[config.mk]
export PLATFORM = sky130hd
export DESIGN_NAME = fetch_unit
export DESIGN_NICKNAME = d
export VERILOG_FILES = /design/src/rtl/cpu_defs_pkg.sv /design/src/rtl/fetch_skid.sv /design/src/rtl/fetch_unit.sv
export SDC_FILE = /design/constraint.sdc
export NUM_CORES = 1
export LEC_CHECK = 0
export CAP_MARGIN = 0
export CORE_ASPECT_RATIO = 0.6
export CORE_MARGIN = 2
export CORE_UTILIZATION = 45
export DETAILED_ROUTE_END_ITERATION = 8
export PLACE_DENSITY = 0.81
export SLEW_MARGIN = 20
export SYNTH_ARGS = -nofsm -noshare
export SYNTH_HDL_FRONTEND = slang
export SYNTH_SLANG_ARGS = --single-unit
[constraint.sdc]
create_clock -name clk -period 2.9 [get_ports clk]
set_input_delay 0.29 -clock clk [delete_from_list [all_inputs] [get_ports clk]]
set_output_delay 0.29 -clock clk [all_outputs]
set_load 0.05 [all_outputs]
[src/rtl/cpu_defs_pkg.sv]
// rtl/cpu_defs_pkg.sv - shared fetch constants, fetch-state enum and PC helper
package cpu_defs_pkg;

  localparam logic [31:0] RESET_PC_DEFAULT = 32'h0000_3000;
  localparam logic [31:0] NOP_WORD         = 32'h0000_0000;

  typedef enum logic {
    FETCH = 1'b0,
    BUF   = 1'b1
  } fetch_state_t;

  function automatic logic [31:0] pc_inc(input logic [31:0] pc);
    return pc + 32'd4;
  endfunction

endpackage

[src/rtl/fetch_skid.sv]
// rtl/fetch_skid.sv - one-entry instruction/PC4 skid buffer for fetches that land under stall
module fetch_skid (
  input  logic        clk,
  input  logic        reset_n,
  input  logic        load,
  input  logic        unload,
  input  logic [31:0] ir_in,
  input  logic [31:0] pc4_in,
  output logic [31:0] ir,
  output logic [31:0] pc4,
  output logic        full
);

  always_ff @(posedge clk or negedge reset_n) begin
    if (!reset_n) begin
      ir   <= 32'h0;
      pc4  <= 32'h0;
      full <= 1'b0;
    end else if (load) begin
      ir   <= ir_in;
      pc4  <= pc4_in;
      full <= 1'b1;
    end else if (unload) begin
      full <= 1'b0;
    end
  end

endmodule

[src/rtl/fetch_unit.sv]
// rtl/fetch_unit.sv - IF stage: PC, imem req/ack fetch, IF/ID register, delay-slot redirect
// Optional misaligned-fetch exception under FETCH_ALIGN_CHK_EN.
module fetch_unit
  import cpu_defs_pkg::*;
#(
  parameter logic [31:0] RESET_PC = RESET_PC_DEFAULT
) (
  input  logic        clk,
  input  logic        reset_n,
  input  logic        stall_i,
  input  logic        redirect_i,
  input  logic [31:0] NPC_i,
  output logic        imem_req,
  output logic [31:0] imem_addr,
  input  logic        imem_ack,
  input  logic [31:0] imem_rdata,
  output logic [31:0] PC_F,
  output logic [31:0] IR_D,
  output logic [31:0] PC4_D,
  output logic        valid_D,
  output logic        exc_adel_D
);

  fetch_state_t state, state_n;
  logic [31:0]  pc_n, tgt_q, tgt_n, pc_plus4, adv_pc;
  logic         pend, pend_n;
  logic         req, ack, redir, misalign;
  logic         ifid_ld, bubble;
  logic [31:0]  ifid_ir, ifid_pc4;
  logic         skid_load, skid_unload, skid_full;
  logic [31:0]  skid_ir, skid_pc4;
`ifdef FETCH_ALIGN_CHK_EN
  logic         ifid_exc;
  assign misalign = (PC_F[1:0] != 2'b00);
`else
  assign misalign = 1'b0;
`endif

  assign imem_req  = req && reset_n;
  assign imem_addr = {PC_F[31:2], 2'b00};
  assign ack       = imem_req && imem_ack;
  assign redir     = redirect_i && !stall_i;
  assign pc_plus4  = pc_inc(PC_F);
  // A fresh redirect wins; otherwise a redirect parked during a slow delay-slot fetch.
  assign adv_pc    = redir ? NPC_i : (pend ? tgt_q : pc_plus4);

  fetch_skid u_skid (
    .clk    (clk),
    .reset_n(reset_n),
    .load   (skid_load),
    .unload (skid_unload),
    .ir_in  (imem_rdata),
    .pc4_in (pc_plus4),
    .ir     (skid_ir),
    .pc4    (skid_pc4),
    .full   (skid_full)
  );

  always_comb begin
    state_n     = state;
    pc_n        = PC_F;
    pend_n      = pend;
    tgt_n       = tgt_q;
    req         = 1'b0;
    ifid_ld     = 1'b0;
    bubble      = 1'b0;
    ifid_ir     = imem_rdata;
    ifid_pc4    = pc_plus4;
    skid_load   = 1'b0;
    skid_unload = 1'b0;
`ifdef FETCH_ALIGN_CHK_EN
    ifid_exc    = 1'b0;
`endif
    case (state)
      FETCH: begin
        req = !misalign;
        if (misalign) begin
          if (!stall_i) begin
            ifid_ld = 1'b1;
            ifid_ir = NOP_WORD;
            pc_n    = adv_pc;
            pend_n  = 1'b0;
`ifdef FETCH_ALIGN_CHK_EN
            ifid_exc = 1'b1;
`endif
          end
        end else if (ack) begin
          pc_n   = adv_pc;
          pend_n = 1'b0;
          if (stall_i) begin
            skid_load = 1'b1;
            state_n   = BUF;
          end else begin
            ifid_ld = 1'b1;
          end
        end else if (!stall_i) begin
          bubble = 1'b1;
          if (redir) begin
            pend_n = 1'b1;
            tgt_n  = NPC_i;
          end
        end
      end
      BUF: begin
        if (!stall_i && skid_full) begin
          skid_unload = 1'b1;
          ifid_ld     = 1'b1;
          ifid_ir     = skid_ir;
          ifid_pc4    = skid_pc4;
          state_n     = FETCH;
          if (redir) pc_n = NPC_i;
        end
      end
      default: state_n = FETCH;
    endcase
  end

  always_ff @(posedge clk or negedge reset_n) begin
    if (!reset_n) begin
      state   <= FETCH;
      PC_F    <= RESET_PC;
      pend    <= 1'b0;
      tgt_q   <= 32'h0;
      IR_D    <= 32'h0;
      PC4_D   <= 32'h0;
      valid_D <= 1'b0;
    end else begin
      state <= state_n;
      PC_F  <= pc_n;
      pend  <= pend_n;
      tgt_q <= tgt_n;
      if (ifid_ld) begin
        IR_D    <= ifid_ir;
        PC4_D   <= ifid_pc4;
        valid_D <= 1'b1;
      end else if (bubble) begin
        valid_D <= 1'b0;
      end
    end
  end

`ifdef FETCH_ALIGN_CHK_EN
  always_ff @(posedge clk or negedge reset_n) begin
    if (!reset_n)     exc_adel_D <= 1'b0;
    else if (ifid_ld) exc_adel_D <= ifid_exc;
  end
`else
  assign exc_adel_D = 1'b0;
`endif

endmodule

==> results.json <==
{
  "outcome": "finished, final reports clean",
  "cts_repair_resize_count": 0,
  "num_rows": 40,
  "clk_latency_ns": 0.44,
  "synth.area.top_cells": "dfrtp_1, mux2_2, nand2_1",
  "cts.path.max_buffers": 2,
  "synth_edf_count": 0,
  "hpwl_mm": 18.5,
  "critPathKind": "flip-flop to flip-flop",
  "clk_pin_slew_worst_paths_ns": 0.08,
  "rsz0062_at_grt": "no",
  "cp.depth": 6,
  "post_cts_buffers": 0,
  "crit_slowest_cell": "or4_4",
  "cts_tree": "built",
  "fin_skew_ns": 0.0108,
  "cts_hold_buf": 1,
  "grtUsageTotal_pct": 24.9,
  "drtIter0Drc": 797,
  "maxCapViolations": 0,
  "groute.layer.met1.usage_pct": 39.1,
  "r2r-start": "PC_F[2]",
  "async_flop_share_pct": 100,
  "yosysSeqAreaShare_pct": 53.9,
  "endpoint": "PC_F[28]",
  "path_cells": "ha_1 -> nand4_2 -> or4_4 -> or3_1 -> o31a_1 -> o22ai_1",
  "synthesis.instances": 898,
  "routed_wl_mm": 26.2,
  "drive_gt1_share_pct": 13.9,
  "yosysUniqueCellTypes": 54,
  "cp.required_ns": 3.27,
  "io_pins": 200,
  "syn_area_sq_um": 9110,
  "maxSlewHeadroom_pct": 39.8,
  "port_buffers": 196,
  "max_stage_delay_ns": 0.58,
  "rr_worst_depth": 6,
  "vias_per_cell": 5.64,
  "crit_fanout": 7,
  "max_freq_ghz": 0.403,
  "start_util_pct": 45.7,
  "vias": 7533,
  "htreeDepth": 4,
  "grt_max_degree": 74,
  "met2_usage_pct": 33.2,
  "dieArea_sq_um": 21400,
  "cts_sinks": 196,
  "arrival_ns": 2.85,
  "fin_cells": 1336,
  "fin_setup_tns_ns": 0,
  "fin_hold_ws_ns": 0.331,
  "p_leak_nw": 4.87,
  "routedWlPerCell_um": 19.6,
  "fin_crit_ns": 2.48,
  "drv_slew": 0,
  "end_kind": "flip-flop",
  "timing.final.crit_share_pct": 85.6,
  "cellPowerDensity_nw_per_um2": 1100,
  "final_nets": 1120,
  "design.core.area_sq_um": 19900,
  "rrSetupSlack_ns": 0.42,
  "gp_congestion": 0.932,
  "cts_root_buf": "clkbuf_16",
  "cp_top_family": "simple AND/OR/NAND/NOR gates",
  "setup_viol": 0,
  "die_w_um": 188,
  "ys.flop_type": "dfrtp_1",
  "yosys.area.top_type": "dfrtp_1",
  "met3_usage_pct": 6.83,
  "synth_commonest_cells": "dfrtp_1, nand2_1, o21ai_0, mux2_2, nor2_1",
  "cts_inserted_buffers": 17,
  "route.detailed.drc": 0,
  "fin_area_sq_um": 11800,
  "critPathBufInv": 0,
  "die_y_um": 114,
  "regToRegEndpoint": "PC_F[28]",
  "critPathLaunchType": "flip-flop",
  "dpl_cell_area_sq_um": 11200,
  "synth-warning-count": 0,
  "n_antenna_cell": 0,
  "hold_class": "input pin to async pin",
  "grt_pass1_wl_mm": 40.7,
  "antenna_found_initial": 0,
  "ys_ff_latch": 196,
  "crit_path_start": "PC_F[2]",
  "ant_nets": 0,
  "hold_viol": 0,
  "fin_util_pct": 59.4,
  "dr.pass1.iters": 4,
  "tightest_slew_ns": 0.900,
  "syn_avg_cell_area_sq_um": 10.1,
  "gr-max-usage-layer": "met1",
  "synth_top_area_share_pct": 53.3,
  "yosysMostFrequentCell": "dfrtp_1",
  "peakVddDrop_mv": 0.639,
  "grt_pass1_vias": 6946,
  "syn_to_final_growth_pct": 29.9,
  "dp_cells": 1303,
  "overflow": 0
}
## flip-flops by register name, indices dropped and copies added, names as in the netlist
register and flops:
IR_D 32, PC4_D 32, PC_F 32, tgt_q 32
u_skid.ir 32, u_skid.pc4 32, pend 1, state 1
u_skid.full 1, valid_D 1
## per-stage QoR
step                      setup WS, ns  total power, mW
after floorplan                  0.288             8.47
after global placement           0.553             10.4
after detailed placement         0.449             10.6
after CTS                        0.435             13.0
after global routing             0.255             13.6
final                            0.416             13.0
## layer usage
metal	vias up	wire (um)
met4	0	408
met5	-	0
li1	3471	-
met2	380	10600
met3	22	2760
met1	3660	12400
## placed cells by master, fill, tap and decap left out, types with 24 or more instances in the layout
master | synthesis | layout
mux2_2 | 70 | 70
buf_4 | 35 | 24
nand2_1 | 133 | 132
a22oi_1 | 28 | 28
nor2_1 | 67 | 66
a31oi_1 | 38 | 37
o21ai_0 | 88 | 88
dfrtp_1 | 194 | 194
a21oi_1 | 25 | 24
clkdlybuf4s50_1 | 0 | 194
## how the worst min path moves through the flow
stage | endpoint | slack [ns] | depth (start not counted)
final | u_skid.ir[0] | 0.33 | 2
after global routing | u_skid.ir[0] | 0.34 | 2
after CTS | u_skid.ir[0] | 0.33 | 2
after detailed placement | u_skid.ir[0] | 0.24 | 1
after global placement | u_skid.ir[0] | 0.24 | 1
after floorplan | IR_D[0] | -0.006 | 0
## cell type report
cell class,instances,area [sq um]
Fill cell,1679,8080
Sequential cell,196,4910
Multi-Input combinational cell,603,3740
Timing Repair Buffer,223,2210
Clock buffer,17,425
Tap cell,273,342
Clock inverter,15,185
Inverter,9,33.8
## power by group
| part | total [mW] | switching, mW | leakage, nW | internal [mW] |
|---|---|---|---|---|
| Sequential | 4.51 | 0.852 | 2.32 | 3.66 |
| Combinational | 6.05 | 3.99 | 2.25 | 2.06 |
| Clock | 2.48 | 1.16 | 0.299 | 1.32 |
| Total | 13.0 | 6.00 | 4.87 | 7.04 |
## kinds of logic after synthesis
family / Yosys count / share of synthesized area (%)
fa+ha+maj: 1 / 0.137
other cells: 1 / 0.0412
mux: 75 / 9.20
compound gates: 217 / 14.7
simple gates: 281 / 13.9
buf+inv: 101 / 5.66
xor+xnor: 26 / 2.50
flops: 196 / 53.9
## worst reg2reg max path, stage by stage (launching register included)
cell and delay, ns:
dfrtp_1 0.50, ha_1 0.28, nand4_2 0.22, or4_4 0.58, or3_1 0.40, o31a_1 0.30, o22ai_1 0.14
(Power assumes the default switching activity.)
